--- config.mk ---
export PLATFORM = sky130hd
export DESIGN_NAME = endian_swap_pipe
export DESIGN_NICKNAME = d
export VERILOG_FILES = /design/src/rtl/endian_swap_pkg.sv /design/src/rtl/endian_swap_net.sv /design/src/rtl/endian_swap_pipe.sv
export SDC_FILE = /design/constraint.sdc
export NUM_CORES = 1
export LEC_CHECK = 0
export BUFFER_PORTS_ARGS = -buffer_cell sky130_fd_sc_hd__buf_2
export CAP_MARGIN = 20
export CELL_PAD_IN_SITES_DETAIL_PLACEMENT = 0
export CELL_PAD_IN_SITES_GLOBAL_PLACEMENT = 1
export CORE_ASPECT_RATIO = 0.7
export CORE_UTILIZATION = 41
export DETAILED_ROUTE_END_ITERATION = 6
export PLACE_DENSITY = 0.89
export SYNTH_ARGS = -nofsm -noshare
export SYNTH_HDL_FRONTEND = slang
export SYNTH_HIERARCHICAL = 1
export SYNTH_SLANG_ARGS = --single-unit
export TNS_END_PERCENT = 20
--- constraint.sdc ---
create_clock -name CLK -period 2.56 [get_ports CLK]
set_input_delay 0.128 -clock CLK [delete_from_list [all_inputs] [get_ports CLK]]
set_output_delay 0.128 -clock CLK [all_outputs]
set_load 0.05 [all_outputs]
--- src/rtl/endian_swap_pkg.sv ---
// Shared types and constants for the endian swap pipeline.
// Optional build macro (read by endian_swap_pipe): ENDIAN_SWAP_SKID_EN.
package endian_swap_pkg;

  // Width of the unit that WORD mode reverses bytes within.
  localparam int WORD_SIZE = 32;

  // Byte-order mode, sampled once per beat together with its data.
  typedef enum logic [1:0] {
    SWAP_PASS = 2'b00,
    SWAP_FULL = 2'b01,
    SWAP_HALF = 2'b10,
    SWAP_WORD = 2'b11
  } swap_mode_t;

endpackage

--- src/rtl/endian_swap_net.sv ---
// Combinational byte permutation network. Output byte j takes input byte
// p(j), where p depends on the mode. The byte enables follow exactly the
// same permutation as the data bytes, so an enable always stays attached
// to its own byte.
module endian_swap_net
  import endian_swap_pkg::*;
#(
  parameter int N_BYTES = 4
) (
  input  logic [N_BYTES*8-1:0] data_i,
  input  logic [N_BYTES-1:0]   be_i,
  input  swap_mode_t           mode_i,
  output logic [N_BYTES*8-1:0] data_o,
  output logic [N_BYTES-1:0]   be_o
);

  localparam int BYTES_PER_WORD = WORD_SIZE / 8;

  // One constant-index mux per output byte; the source indices are
  // elaboration-time constants so no variable part-selects are needed.
  for (genvar j = 0; j < N_BYTES; j++) begin : g_byte
    localparam int P_FULL = N_BYTES - 1 - j;
    localparam int P_HALF = j ^ 1;
    localparam int P_WORD = j ^ (BYTES_PER_WORD - 1);

    assign data_o[j*8 +: 8] = (mode_i == SWAP_FULL) ? data_i[P_FULL*8 +: 8] :
                              (mode_i == SWAP_HALF) ? data_i[P_HALF*8 +: 8] :
                              (mode_i == SWAP_WORD) ? data_i[P_WORD*8 +: 8] :
                                                      data_i[j*8 +: 8];

    assign be_o[j] = (mode_i == SWAP_FULL) ? be_i[P_FULL] :
                     (mode_i == SWAP_HALF) ? be_i[P_HALF] :
                     (mode_i == SWAP_WORD) ? be_i[P_WORD] :
                                             be_i[j];
  end

endmodule

--- src/rtl/endian_swap_pipe.sv ---
// Registered byte-order converter between the load/store unit and the bus
// bridge. The swap is done combinationally ahead of the storage, so the
// output is a clean registered boundary.
// Build macro: ENDIAN_SWAP_SKID_EN adds a skid register so that in_ready
// is a flop with no combinational path from out_ready. Without it a single
// output register is used and in_ready = !out_valid || out_ready.
//
// Handshake: on either side a beat transfers on a rising CLK edge where
// valid && ready are both high; a producer holding valid high must keep its
// payload stable until that edge, and the output side never drops out_valid
// or changes out_data/out_be while out_valid && !out_ready.
module endian_swap_pipe
  import endian_swap_pkg::*;
#(
  parameter  int N_BYTES = 4,
  localparam int N_BITS  = N_BYTES * 8
) (
  input  logic              CLK,
  input  logic              nRST,
  input  logic              in_valid,
  output logic              in_ready,
  input  logic [N_BITS-1:0] in_data,
  input  logic [N_BYTES-1:0] in_be,
  input  logic [1:0]        in_mode,
  output logic              out_valid,
  input  logic              out_ready,
  output logic [N_BITS-1:0] out_data,
  output logic [N_BYTES-1:0] out_be
);

  logic [N_BITS-1:0]  sw_data;
  logic [N_BYTES-1:0] sw_be;

  endian_swap_net #(
    .N_BYTES (N_BYTES)
  ) u_net (
    .data_i (in_data),
    .be_i   (in_be),
    .mode_i (swap_mode_t'(in_mode)),
    .data_o (sw_data),
    .be_o   (sw_be)
  );

  logic               out_valid_q, out_valid_d;
  logic [N_BITS-1:0]  out_data_q,  out_data_d;
  logic [N_BYTES-1:0] out_be_q,    out_be_d;
  logic               in_fire;
  logic               out_free;

  assign out_free  = !out_valid_q || out_ready;
  assign in_fire   = in_valid && in_ready;
  assign out_valid = out_valid_q;
  assign out_data  = out_data_q;
  assign out_be    = out_be_q;

`ifdef ENDIAN_SWAP_SKID_EN
  logic               skid_full_q, skid_full_d;
  logic [N_BITS-1:0]  skid_data_q, skid_data_d;
  logic [N_BYTES-1:0] skid_be_q,   skid_be_d;

  // in_ready is the registered "skid empty" flag.
  assign in_ready = !skid_full_q;

  // Next state: the skid entry always drains into the output before any
  // newer beat; a beat arriving while the output is stalled parks in skid.
  always_comb begin
    out_valid_d = out_valid_q;
    out_data_d  = out_data_q;
    out_be_d    = out_be_q;
    skid_full_d = skid_full_q;
    skid_data_d = skid_data_q;
    skid_be_d   = skid_be_q;
    if (out_free) begin
      if (skid_full_q) begin
        out_valid_d = 1'b1;
        out_data_d  = skid_data_q;
        out_be_d    = skid_be_q;
        skid_full_d = 1'b0;
      end else if (in_fire) begin
        out_valid_d = 1'b1;
        out_data_d  = sw_data;
        out_be_d    = sw_be;
      end else begin
        out_valid_d = 1'b0;
      end
    end else if (in_fire) begin
      skid_full_d = 1'b1;
      skid_data_d = sw_data;
      skid_be_d   = sw_be;
    end
  end

  // Skid storage; reset discards any parked beat.
  always_ff @(posedge CLK or negedge nRST) begin
    if (!nRST) begin
      skid_full_q <= 1'b0;
      skid_data_q <= '0;
      skid_be_q   <= '0;
    end else begin
      skid_full_q <= skid_full_d;
      skid_data_q <= skid_data_d;
      skid_be_q   <= skid_be_d;
    end
  end
`else
  // Accept whenever the output register is empty or draining this cycle.
  assign in_ready = out_free;

  // Next state: load on accept, otherwise clear valid once drained.
  always_comb begin
    out_valid_d = out_valid_q;
    out_data_d  = out_data_q;
    out_be_d    = out_be_q;
    if (in_fire) begin
      out_valid_d = 1'b1;
      out_data_d  = sw_data;
      out_be_d    = sw_be;
    end else if (out_ready) begin
      out_valid_d = 1'b0;
    end
  end
`endif

  // Output register; reset discards the held beat and zeroes the payload.
  always_ff @(posedge CLK or negedge nRST) begin
    if (!nRST) begin
      out_valid_q <= 1'b0;
      out_data_q  <= '0;
      out_be_q    <= '0;
    end else begin
      out_valid_q <= out_valid_d;
      out_data_q  <= out_data_d;
      out_be_q    <= out_be_d;
    end
  end

endmodule

; Word-level counts from Yosys, hierarchy flattened
; Cells that the tools add are included.
; Widths: inputs -> output; s select.
[op_classes]
n_eq_ne = 3
muxes = 26
reduce_logical = 4
[op_table]
columns = op, n
row1 = $mux 8, 12
row2 = $mux 1, 14
row3 = $eq 2x2->1 const B, 2
row4 = $eq 2x1->1 const B, 1
row5 = $reduce_bool 2->1, 1
row6 = $logic_and 1x1->1, 1
row7 = $logic_not 1->1, 1
row8 = $logic_or 1x1->1, 1
[totals]
output_inout_bits = 38
wordCells = 36
ff_bits = 37
in_bits = 42

; Depth between registers and ports, before layout
; Gate-level depths: netlist of run 1.
[logic_depth]
word_depth = 4
ltp_mapped = 5
ltp_nobuf = 3

; By module
; Netlist of run 1, hierarchy kept.
[modules_own_cells]
columns = module, cells_each, area_per_inst_um2, seq_area_each_um2, instances
row1 = endian_swap_pipe, 79, 1508.9, 925.9, 1
row2 = endian_swap_net, 120, 785.8, 0.0, 1

; Least setup slack after synthesis of run 1
; No wires, ideal clock.
[synth_path]
path_kind = reg-to-reg
from = register out_valid_q, in the netlist out_valid
to = register out_be_q[0], in the netlist out_be[0]
t_required_ps = 2435
arrival_time_ps = 1533
setup_ps = 125
path_buffers = 1
stages_incl_launch_ff = 5
path_slack_ps = 902
period_less_slack_ps = 1658
path_cell_list = dfrtp_1 -> nand2b_4 -> nand2_4 -> buf_6 -> mux2_4
[synth_between]
elab_chain_len = 3
[synth_lines]
columns = element, line_no
row1 = start: declaration, endian_swap_pipe.sv:44  ; logic out_valid_q, out_valid_d;
row2 = start signal: assignment, endian_swap_pipe.sv:131  ; out_valid_q <= out_valid_d;
row3 = $logic_not 1->1, endian_swap_pipe.sv:50  ; assign out_free = !out_valid_q || out_ready;
row4 = $logic_or 1x1->1, endian_swap_pipe.sv:50
row5 = via in_ready, endian_swap_pipe.sv:21  ; output logic in_ready,
row6 = $logic_and 1x1->1, endian_swap_pipe.sv:51  ; assign in_fire = in_valid && in_ready;
row7 = end signal: assignment, endian_swap_pipe.sv:133  ; out_be_q <= out_be_d;
row8 = end: declaration, endian_swap_pipe.sv:46  ; logic [N_BYTES-1:0] out_be_q, out_be_d;
; The timed path passes the listed nets, and every way through them passes these cells.
; A chain may end at the register's enable or synchronous reset.

; Worst setup path in the final report of run 1
[layout_path]
from = register out_valid_q, in the netlist out_valid
to = register out_be_q[3], in the netlist out_be[3]
[layout_between]
elab_chain_len = 3
[layout_lines]
columns = element, line_no
row1 = $logic_not 1->1, endian_swap_pipe.sv:50
row2 = $logic_or 1x1->1, endian_swap_pipe.sv:50
row3 = $logic_and 1x1->1, endian_swap_pipe.sv:51
; Every way passes these cells.

==> results of run 1 <==
-- per-stage QoR --
step,setup slack (ns),power (mW),std cells
finish,1.07,2.12,346
global route,0.991,2.23,346
CTS,1.05,2.15,345
detailed placement,0.916,1.60,336
global placement,0.988,1.60,336
floorplan,0.902,1.41,199
-- metal layers --
layer	wire (um)	up-vias	track usage, %
met5	0	-	0
li1	-	851	-
met3	340	7	4.81
met4	51	0	5.36
met1	2350	775	24.7
met2	1900	61	24.6
-- cells by family after synthesis --
kind of cell / after synthesis
buffers and inverters: 15
flip-flops: 37
AO/OA/AOI/OAI: 36
multiplexers: 72
AND/OR/NAND/NOR: 39
-- layout make-up --
type                       instances  share of cell area, %
clock buffer                       6                   2.94
clock inverter                     2                   1.34
multi-input combinational        147                   43.7
sequential                        37                   32.9
tap                               72                   3.21
timing repair buffer              82                   15.9
-- cell usage in the layout (no fill, tap or decap), drive strengths merged --
cell type	Yosys	layout
buf	9	81
dfrtp	37	37
nand2	37	37
mux2i	36	36
mux2	36	36
o21ai	36	36
clkbuf	6	6
nand2b	2	2
bufinv	0	1
clkinvlp	0	1
dlygate4sd3	0	1
-- power by group --
part / switching, mW / leakage (nW) / internal, mW
registers: 0.0616 / 0.443 / 0.688
logic: 0.558 / 0.987 / 0.284
clock network: 0.216 / 0.0574 / 0.317
-- final timing paths --
| kind | endpoint | cells after the start |
|---|---|---|
| max in group asynchronous | out_be[1] | 2 |
| worst max register to register | out_be[3] | 3 |
| worst min-delay path | out_valid | 2 |
| min in group asynchronous | out_data[16] | 2 |
| worst min register to register | out_data[29] | 1 |
| worst max-delay path | out_be[3] | 3 |
-- sequential cells by signal (all words and copies together), names as in the netlist --
name and cells:
out_valid 1, out_data 32, out_be 4
-- timing repair --
item	CTS	global route
hold buffers	1	0
setup endpoints to repair	0	0
hold endpoints to repair	37	0
==> metrics, run 1 <==
outcome=complete, no violations; Core Area=5310 sq um; final-stage net count=315; Worst setup SP type=flip-flop; global-route wire length before repair=7820 um; mapped cell area=2290 sq um; post-synthesis adder-cell area fraction=0%; Reg area=926 sq um; crit path max-delay cell type=nand2_4; area share of the leading cell type in the synthesized netlist=40.3%; clk sinks=37; R2R Setup Slk=1.07 ns; register area share after synthesis=40.3%; crit path capture type=flip-flop; multi-input logic area=1230 sq um; combinational family with the most area after synthesis=multiplexers; WP buf/inv=0; Post-synth EDFFs=0; max-cap viol count=0; Synth Area in Compound Gates=8.02%; yosys warns=6; Synth top cells by count=dfrtp_1, mux2i_1, nand2_1, mux2_4, o21ai_1; worst min-delay path category=in -> reg; clk slew on worst S/H paths=0.07 ns; Max VDD drop=0.378 mV; dpl hpwl=3210 um; most area-consuming cells after synthesis=dfrtp_1, mux2_4, mux2i_1; total grt overflow=0; worst-path fanout max=36; library cells used by synthesis=16; starting density of the core=43.2%; Pwr Density=756 nW/um^2; family with the most delay on the worst path=simple AND/OR/NAND/NOR gates; vias in the first global route=1562; Final Hold Vio Count=0; count leader, synth=dfrtp_1; detailed-route wire length per cell=13.4 um; Iteration-0 DRC Markers=90; Synth Area in XOR/XNOR=0%; Final setup viols=0; Slew headroom=43.3%; Leak=1.49 nW; final clock skew=0.0120 ns; Max Root-Sink Buffers=2; crit path from=out_valid; syn avg cell area=11.5 sq um; period utilization=58.1%; All-Layer GR Usage=17.1%; filler cell count=497; RSZ-0062 raised after global routing=false; total number of vias=1694; ANT nets after route=0; worst setup path class=reg -> reg; #FFs+latches synth=37; fin. max-slew vios=0; die area=5900 sq um; Die W=91.4 um; most used flip-flop cell after synthesis=dfrtp_1; Post-synth ARST share=100%; initial antenna violation count=0; dpl cell area=2660 sq um; # rows=22; setup TNS=0 ns; syn_nets=241; DRC Markers=0; Ports=80; HP Start=in_valid; routability congestion estimate=0.745; Layout area overhead=22.5%; postcts setup bufs=0; CTS resizes=0; CP required=2.73 ns; Worst Max-Slew Pin Slew=0.850 ns; Port Buffer Count=79; Finished Core Util=52.9%; DR pass1 iterations=4; vias per std cell=4.90; largest net degree at the start of global routing=73; CTS tree=done; proportion of layout cells with a drive suffix above 1=46.7%; cell count after synthesis=199; R2R Path Start=out_valid; final WL=4640 um; Tmin final=1.49 ns; die height=64.6 um; # H-tree levels=2; Critical Path, Cell by Cell=nand2b_4 > nand2_4 > mux2_2; Clk Latency, worst-skew pair=0.30 ns; Max Freq=672 MHz; Critical Path AT=1.66 ns; post-synth top area cell=dfrtp_1; Critical Path Max Stage Delay=0.47 ns; multiplexer share of the synthesized area=38.3%; CTS buffer count=5; Clk Tree Root Cell=clkbuf_8; fin area=2810 sq um; Antenna diodes=0; Hold WS=0.0814 ns; Post-Synth Simple-Gate Area=7.25%
No activity file was read; power rests on OpenSTA's default activity.
==> run 2: changes to the inputs <==
--- a/config.mk
+++ b/config.mk
@@ -10,9 +10,9 @@
 export CELL_PAD_IN_SITES_DETAIL_PLACEMENT = 0
 export CELL_PAD_IN_SITES_GLOBAL_PLACEMENT = 1
 export CORE_ASPECT_RATIO = 0.7
-export CORE_UTILIZATION = 41
+export CORE_UTILIZATION = 35
 export DETAILED_ROUTE_END_ITERATION = 6
-export PLACE_DENSITY = 0.89
+export PLACE_DENSITY = 0.81
 export SYNTH_ARGS = -nofsm -noshare
 export SYNTH_HDL_FRONTEND = slang
 export SYNTH_HIERARCHICAL = 1
==> constraint.sdc (replaced) <==
create_clock -name CLK -period 1.25 [get_ports CLK]
set_input_delay 0.0625 -clock CLK [delete_from_list [all_inputs] [get_ports CLK]]
set_output_delay 0.0625 -clock CLK [all_outputs]
set_load 0.05 [all_outputs]
==> metrics, run 2 (same netlist as run 1, synthesis figures left out) <==
outcome=finished, violations left; failing checks=negative setup slack; Max VDD drop=0.554 mV (+47%); clk sinks=37 (unchanged); Ports=80 (unchanged); Pwr Density=1440 nW/um^2 (+91%); R2R Setup Slk=-0.02 ns (-1.09 ns); detailed-route wire length per cell=13.5 um (+0.42%); Port Buffer Count=79 (unchanged); filler cell count=586 (+18%); most frequent cells in the layout=buf_2, dfrtp_1, mux2i_1, nand2_1, mux2_4; Finished Core Util=45.4% (-7.5 points); Leak=1.50 nW (+0.94%); R2R Path Start=out_valid; # H-tree levels=2 (unchanged); worst-path fanout max=36 (unchanged); crit path capture type=flip-flop; Slew headroom=67.1% (+24 points); fin. max-slew vios=0 (unchanged); r2r worst-path depth=3 (unchanged); routability congestion estimate=0.781 (+4.9%); worst min-delay path category=in -> reg; Setup WS post-layout=-0.0151 ns (-1.09 ns); fin area=2850 sq um (+1.5%); ANT nets after route=0 (unchanged); Reg area=927 sq um (+0.14%); clk slew on worst S/H paths=0.07 ns (about the same); RSZ-0062 raised after global routing=true; worst setup path class=reg -> reg; total number of vias=1707 (+0.77%); CTS buffer count=5 (unchanged); hold endpoint=out_valid; Max Root-Sink Buffers=2 (unchanged); final WL=4800 um (+3.3%); total power=4.11 mW (+93%); vias in the first global route=1584 (+1.4%); final clock skew=0.00578 ns (-0.00626 ns); Tmin final=1.27 ns (-0.222 ns); Antenna diodes=0 (unchanged); multi-input logic area=1240 sq um (+0.71%); All-Layer GR Usage=14.5% (-2.6 points); dpl hpwl=3560 um (+11%); Worst setup SP type=flip-flop; Final setup viols=6 (+6); Clk Tree Root Cell=clkbuf_8; Worst Max-Slew Pin Slew=0.494 ns (-0.356 ns); proportion of layout cells with a drive suffix above 1=47.8% (+1.1 points); Iteration-0 DRC Markers=89 (-1.1%); Die W=98.8 um (+8.1%); global-route wire length before repair=7700 um (-1.5%); postcts setup bufs=0 (unchanged); Layout area overhead=24.3%; DR pass1 iterations=6 (+2); FF-to-FF End=out_data[31]; Max Freq=790 MHz (+18%); DRC Markers=0 (unchanged); die height=69.7 um (+8.0%); starting density of the core=36.6% (-6.6 points); dpl cell area=2750 sq um (+3.5%); final-stage net count=319 (+1.3%); CTS tree=done; post-route insts no fill=356 (+2.9%); Setup WS pre-CTS=-0.0201 ns (-0.936 ns); period utilization=101% (+43 points); initial antenna violation count=0 (unchanged); Clk Latency, worst-skew pair=0.29 ns (about the same); # rows=24 (+9.1%); Critical Path AT=1.44 ns (-0.22 ns); vias per std cell=4.79 (-2.1%); Core Area=6280 sq um (+18%); largest net degree at the start of global routing=42 (-42%); dpl cells=347 (+3.3%); commonest non-fill, non-tap cell in the layout=buf_2; Hold Crit Depth=2 (unchanged); CP required=1.42 ns (-1.31 ns); max-cap viol count=0 (unchanged); HP Start=in_valid; die area=6890 sq um (+17%); total grt overflow=0 (unchanged); Final Hold Vio Count=0 (unchanged); max reg flops=32 (unchanged)
[run 2: how the worst max path moves through the flow]
stage,from,endpoint,slack (ns),depth (start not counted)
detailed placement,out_valid,out_data[27],-0.02,3
global placement,out_valid,out_data[31],0.003,3
finish,out_valid,out_data[31],-0.02,3
global route,out_valid,out_be[3],-0.07,3
floorplan,out_valid,out_be[0],-0.19,4
CTS,out_valid,out_data[31],-0.03,3
[run 2: worst max-delay path: stages, from the launching register on]
cell      delay (ns)
dfrtp_2         0.39
nand2b_4        0.08
nand2_8         0.29
mux2_2          0.38
[run 2: per-stage QoR]
| step | hold slack [ns] | TNS (ns) |
|---|---|---|
| 6_report | 0.0587 | -0.0456 |
| 5_1_grt | 0.0595 | -1.67 |
| 4_1_cts | 0.0494 | -0.353 |
| 3_5_place_dp | 0.0458 | -0.0950 |
| 3_3_place_gp | 0.0437 | 0 |
| 2_1_floorplan | -0.233 | -6.09 |
[run 2: cell type report]
type / instances / area share [%]
Clock buffer: 5 / 2.41
Tap cell: 78 / 3.42
Sequential cell: 37 / 32.5
Clock inverter: 3 / 0.614
Timing Repair Buffer: 86 / 17.6
Multi-Input combinational cell: 147 / 43.4
[run 2: repair_timing]
item | in CTS | in global routing
hold buffers | 1 | 0
hold endpoints to repair | 20 | 0
endpoints found under the setup margin | 35 | 37
gates resized for setup | 0 | 2
pin swaps | 0 | 0
[run 2: report_power, final]
group | internal [mW] | leakage (nW) | total, mW | switching (mW)
Sequential | 1.41 | 0.442 | 1.53 | 0.125
Combinational | 0.601 | 1.02 | 1.75 | 1.15
Clock | 0.385 | 0.0439 | 0.821 | 0.436
[run 2: layer usage]
metal / track usage, % / wire length [um] / vias up
met5: 0 / 0 / -
met4: 4.15 / 39 / 0
met3: 4.64 / 308 / 4
met2: 22.8 / 2090 / 55
met1: 19.1 / 2360 / 798
li1: - / - / 850
